[src/rtl/mux2x1_rr_arbiter.sv]
// Round-robin arbiter sharing a 2:1 muxed valid/ready output channel between
// two requesters, with bounded bursts and bubble-free handover.
module mux2x1_rr_arbiter #(
    parameter int WIDTH    = 8,
    parameter int MAXBURST = 4
) (
    input  logic             clk,
    input  logic             clrn,
    input  logic             req0,
    input  logic             req1,
    input  logic [WIDTH-1:0] a0,
    input  logic [WIDTH-1:0] a1,
    input  logic             y_ready,
    output logic [WIDTH-1:0] y,
    output logic             y_valid,
    output logic             s,
    output logic             gnt0,
    output logic             gnt1,
    output logic             ack0,
    output logic             ack1
);

    localparam int CW = (MAXBURST < 1) ? 1 : $clog2(MAXBURST + 1);

    typedef enum logic [1:0] {
        IDLE = 2'd0,
        G0   = 2'd1,
        G1   = 2'd2
    } state_t;

    state_t        state;
    logic [CW-1:0] cnt;
    logic [CW-1:0] cnt_inc;
    logic          last;
    logic          xfer;
    logic          burst_done;
    logic          rel0;
    logic          rel1;

    always_comb begin
        y          = s ? a1 : a0;
        y_valid    = (gnt0 & req0) | (gnt1 & req1);
        ack0       = gnt0 & req0 & y_ready;
        ack1       = gnt1 & req1 & y_ready;
        xfer       = y_valid & y_ready;
        cnt_inc    = cnt + CW'(1);
        burst_done = xfer & (cnt_inc == CW'(MAXBURST));
        rel0       = ~req0 | burst_done;
        rel1       = ~req1 | burst_done;
    end

    // last records the requester whose grant was most recently released,
    // so an IDLE tie goes to the other one.
    always_ff @(posedge clk or negedge clrn) begin
        if (!clrn) begin
            state <= IDLE;
            gnt0  <= 1'b0;
            gnt1  <= 1'b0;
            s     <= 1'b0;
            cnt   <= '0;
            last  <= 1'b1;
        end else begin
            case (state)
                IDLE: begin
                    cnt <= '0;
                    if (req0 && (!req1 || last)) begin
                        state <= G0;
                        gnt0  <= 1'b1;
                        gnt1  <= 1'b0;
                        s     <= 1'b0;
                    end else if (req1) begin
                        state <= G1;
                        gnt0  <= 1'b0;
                        gnt1  <= 1'b1;
                        s     <= 1'b1;
                    end
                end
                G0: begin
                    if (rel0) begin
                        cnt  <= '0;
                        last <= 1'b0;
                        if (req1) begin
                            state <= G1;
                            gnt0  <= 1'b0;
                            gnt1  <= 1'b1;
                            s     <= 1'b1;
                        end else if (!req0) begin
                            state <= IDLE;
                            gnt0  <= 1'b0;
                        end
                    end else if (xfer) begin
                        cnt <= cnt_inc;
                    end
                end
                G1: begin
                    if (rel1) begin
                        cnt  <= '0;
                        last <= 1'b1;
                        if (req0) begin
                            state <= G0;
                            gnt0  <= 1'b1;
                            gnt1  <= 1'b0;
                            s     <= 1'b0;
                        end else if (!req1) begin
                            state <= IDLE;
                            gnt1  <= 1'b0;
                        end
                    end else if (xfer) begin
                        cnt <= cnt_inc;
                    end
                end
                default: begin
                    state <= IDLE;
                    gnt0  <= 1'b0;
                    gnt1  <= 1'b0;
                    cnt   <= '0;
                end
            endcase
        end
    end

endmodule

[config.mk]
export PLATFORM = sky130hd
export DESIGN_NAME = mux2x1_rr_arbiter
export DESIGN_NICKNAME = d
export VERILOG_FILES = /design/src/rtl/mux2x1_rr_arbiter.sv
export SDC_FILE = /design/constraint.sdc
export NUM_CORES = 1
export LEC_CHECK = 0
export BUFFER_PORTS_ARGS = -buffer_cell sky130_fd_sc_hd__buf_4
export CORE_ASPECT_RATIO = 1.2
export CORE_MARGIN = 2
export CORE_UTILIZATION = 39
export CTS_CLUSTER_SIZE = 30
export DETAILED_ROUTE_END_ITERATION = 6
export GPL_TIMING_DRIVEN = 0
export PLACE_DENSITY = 0.78
export RECOVER_POWER = 25
export REMOVE_ABC_BUFFERS = 1
export SLEW_MARGIN = 20
export SYNTH_ARGS = -nofsm -noshare
export SYNTH_HDL_FRONTEND = slang
export SYNTH_SLANG_ARGS = --single-unit
export TNS_END_PERCENT = 50
[constraint.sdc]
create_clock -name clk -period 4.1 [get_ports clk]
set_input_delay 0.205 -clock clk [delete_from_list [all_inputs] [get_ports clk]]
set_output_delay 0.205 -clock clk [all_outputs]
set_load 0.1 [all_outputs]
* Word level (Yosys, flattened, before mapping)
Index checks and enable logic that the tools add are counted.
** Storage, ports and cells
- Input port bits :: 21
- Register bits after elaboration :: 9
** Cells by class
- Eq/ne operators :: 9
- $add $sub $neg :: 1
- Reduce and logical (&&, ||, !) cells :: 11
- Multiplexer cells :: 38
- Bitwise logic cells :: 11
** Operators by type and width (number)
- $mux W1 :: 20
- $mux W2 :: 8
- $reduce_and A5 Y1 :: 2
- $mux W3 :: 3
- $ne A3 B3 Y1 const B :: 3
- $pmux W1 S3 :: 3
- $mux W8 :: 1
- $and A1 B1 Y1 :: 6
- $ne A2 B2 Y1 const B :: 3
- $pmux W2 S3 :: 1
- $pmux W3 S2 :: 1
- $reduce_and A3 Y1 :: 2
- $reduce_and A4 Y1 :: 1
- $add A3 B1 Y3 const B :: 1
- $eq A3 B3 Y1 const B :: 1
- $or A1 B1 Y1 :: 3
- $reduce_bool A3 Y1 :: 1
- $eq A2 B1 Y1 const B :: 1
- $eq A2 B2 Y1 const B :: 1
- $logic_not A2 Y1 :: 1
- $not A1 Y1 :: 2
- $pmux W1 S2 :: 1
- $reduce_bool A2 Y1 :: 1
- $logic_and A1 B1 Y1 :: 1
- other kinds (2) :: 2

* Longest topological paths before layout
- Depth in word-level cells :: 7
- Mapped depth :: 6
- Depth with buffers taken out :: 6

* Worst setup path before layout
OpenSTA, ideal clock, no wires.
- Path type :: register to register
- Start :: reg gnt0
- End :: reg s
- Required time :: 3.975 ns
- Cell stages (with the launch flop) :: 5
- Path buffers :: 0
- Setup time :: 0.125 ns
- Arrival :: 2.121 ns
- Clock period less this slack :: 2.246 ns
- Slack :: 1.854 ns
- Path through :: dfrtp_1 -> a22o_4 -> a41oi_4 -> nor3_2 -> mux2_4
** On the way
- Cells in the longest elaborated chain, start to end :: 7
** Ends and longest elaborated chain
- start, declared :: RTL line 17 : output logic gnt0,
- start signal, assigned :: RTL line 57 : gnt0 <= 1'b0;
- start signal, assigned :: RTL line 68 : gnt0 <= 1'b1;
- start signal, assigned :: RTL line 73 : gnt0 <= 1'b0;
- $and A1 B1 Y1 (*) :: RTL line 42 : y_valid = (gnt0 & req0) | (gnt1 & req1);
- $or A1 B1 Y1 (*) :: RTL line 42
- via y_valid :: RTL line 15 : output logic y_valid,
- $and A1 B1 Y1 (*) :: RTL line 45 : xfer = y_valid & y_ready;
- $and A1 B1 Y1 (*) :: RTL line 47 : burst_done = xfer & (cnt_inc == CW'(MAXBURST));
- $or A1 B1 Y1 (on tied branches) :: RTL line 49, 48
- $ne A2 B2 Y1 (no source line)
- $reduce_and A4 Y1 (no source line) (*)
- end signal, assigned :: RTL line 59 : s <= 1'b0;
- end signal, assigned :: RTL line 70 : s <= 1'b0;
- end signal, assigned :: RTL line 75 : s <= 1'b1;
- end, declared :: RTL line 16 : output logic s,
The timed path passes the listed nets; every way through them passes the cells marked *.
A chain may end at the register's enable or synchronous reset.

* Worst setup path in the final report
- Start :: reg state[1]
- End :: reg s
** On the way
- Cells in the longest elaborated chain, start to end :: 3
** Ends and longest elaborated chain
- start, declared :: RTL line 31 : state_t state;
- start signal, assigned :: RTL line 56 : state <= IDLE;
- start signal, assigned :: RTL line 67 : state <= G0;
- start signal, assigned :: RTL line 72 : state <= G1;
- $eq A2 B2 Y1, or another cell as far along :: RTL line 63 : case (state)
- $ne A2 B2 Y1 (no source line) / $reduce_bool A3 Y1 (equally long branches)
- $reduce_and A4 Y1 (no source line)
Several ways; a longest one is shown, not always the timed one.

==> results.ini <==
[status]
status=completed

[global_routing]
grt_max_degree=12
grt-ovfl-total=0
first_global_vias=654
grt_pass1_wl_mm=2.81
antenna_found_initial=0
grt_usage_pct=16.2

[finish]
fin_nets=142
fin_util_pct=57.3
syn2layout_area_growth_pct=37.5
multi_input_area_um2=507
fillers=180
regArea_um2=226
num_antenna_cells=0
drive_above_1_share_pct=46.0

[clocking]
cts.clk_slew.worst_paths_ps=60
clock_latency_ps=270
clockRootBuffer=clkbuf_4
cts_hold_buf=1
cts_buffer_depth=2
cts.repair.resized=0
cts_buffers=3
clock_sinks=9
htreeDepth=1
cts_setup_buffers=0
cts_tree=done

[synthesis]
synth_area_leaders=dfrtp_1 (26%), mux2_2 (12%), ha_1 (11%)
synth_mux_area_share_pct=14.9
synth_simple_gate_area_share_pct=14.1
synth_top_area_cell=dfrtp_1
ys_seq_area_share_pct=29.4
syn_area_per_cell_um2=10.1
ys_seq_elements=9
ys.warnings.count=0
synth_xor_xnor_area_share_pct=4.38
synth_edf_count=0
synthArstFlopShare_pct=100
synth_compound_area_share_pct=20.9
synth.top_cell.area_share_pct=26.0
synth.top_cells.by_count=dfrtp_1 (8), mux2_2 (8), a21oi_1 (7), ha_1 (7)
ys_types=33
syn_area_um2=771
synth_ff_type=dfrtp_1
synth_fa_ha_area_share_pct=11.4
synth_cells=76
synth_top_family_by_area=compound AO/OA/AOI/OAI gates

[critical_path]
crit_arrival_ps=1990
crit_path_start_kind=register
path_class=register to register
path_max_fanout=6
cp_data_required_time_ps=4250
end_kind=register

[floorplanning]
core-area_um2=1850
rows=17
start_util_pct=41.6
dieArea_um2=2350
die_height_um=52.7
die_x_um=44.6
io_pins=35

[sta]
period_needed_ps=1840
max_freq_mhz=543
relSlewSlack_pct=66.9
setup_violations=0
final-hold-violation-count=0
finalClockSkew_ps=4.80
worst_pin_slew_ps=497
finalSetupTns_ps=0
rsz0062_at_grt=no
fin_crit_sh_pct=44.9
maxSlewViolCount=0

[pwr]
ir_drop_uv=410
power.leakage_nw=0.518
power.density_nw_per_um2=854

[drt]
first_iter_violations=16
vias=725
post_drt_via_cell_ratio=5.49
drt_wl_total_mm=1.83
ant_nets=0
drc_errors=0
drt-wirelength-per-cell_um=13.9
dr.pass1.iters=4

[run]
maxCapViolCount=0

[placement]
dp_hpwl_mm=1.40
gp_congestion=0.834
io_buffer_count=34

[min_path]
hold_path_class=input port to register

==> stage by stage <==
step | worst slack, ps | power (mW) | instance area [µm²] | hold slack (ps) | cells
after global placement | 2310 | 0.822 | 1030 | 34.7 | 127
after global routing | 2170 | 0.952 | 1060 | 283 | 132
final | 2260 | 0.905 | 1060 | 253 | 132
after floorplan | 1850 | 0.698 | 748 | -90.6 | 74
after detailed placement | 2270 | 0.830 | 1030 | 37.3 | 127
after CTS | 2270 | 0.904 | 1060 | 261 | 132
==> final cells by class <==
type                       instances  share of cell area, %
inverter                           4                   1.42
tap                               19                   2.24
multi-input combinational         61                   47.8
sequential                         9                   21.4
clock buffer                       4                   2.48
timing repair buffer              35                   24.7
==> layout by cell type, fill, tap and decap left out, drive strengths merged, types with 2 or more instances in the layout <==
master,netlist,layout
buf,2,33
mux2,9,9
dfrtp,8,8
a21oi,7,7
ha,7,7
nand2,5,5
nor2,5,5
clkbuf,0,5
inv,4,4
xor2,3,3
nand3,2,2
nor2b,2,2
a31oi,2,2
o21ai,2,2
a22o,2,2
and3,2,2
nor3,2,2
==> registers in the layout (all words and copies together) (netlist names) <==
signal,cells
state,2
gnt0,1
gnt1,1
cnt,3
s,1
last,1
==> where the power goes <==
| part | internal [mW] | total [mW] | switching (mW) |
|---|---|---|---|
| clock | 0.0376 | 0.0710 | 0.0333 |
| sequential | 0.122 | 0.164 | 0.0420 |
| combinational | 0.203 | 0.670 | 0.467 |
==> kinds of logic (layout without fill, tap and decap cells) <==
logic type | Yosys count | in the layout
compound gates | 20 | 20
xor+xnor | 3 | 3
fa+ha+maj | 7 | 7
buf+inv | 6 | 43
flops | 9 | 9
mux | 10 | 10
simple gates | 21 | 21
==> final timing paths <==
path / to / slack, ps / from / cells after the start
hold / removal: cnt[1]$_DFF_PN0_ / 250 / y_ready / 3
max in group asynchronous: last$_DFFE_PN1P_ / 3330 / clrn / 2
setup reg to reg: s$_DFFE_PN0P_ / 2260 / state[1]$_DFFE_PN0P_ / 6
min in group asynchronous: cnt[2]$_DFF_PN0_ / 420 / clrn / 2
hold reg to reg: cnt[1]$_DFF_PN0_ / 560 / cnt[1]$_DFF_PN0_ / 2
setup / recovery: s$_DFFE_PN0P_ / 2260 / state[1]$_DFFE_PN0P_ / 6
==> routing by layer <==
layer	track usage (%)	routed length, µm	vias to the layer above
li1	-	-	355
met1	19.5	701	347
met2	26.8	1030	16
met3	2.07	48	7
met4	9.60	54	0
met5	0	0	-
==> worst max-delay path, stage by stage, from the launching register on <==
cell	delay (ps)
dfrtp_1	390
inv_1	100
ha_1	270
a22oi_1	360
a41oi_4	100
nor3_2	210
mux2_4	310
Power figures use the tool's default switching activity.
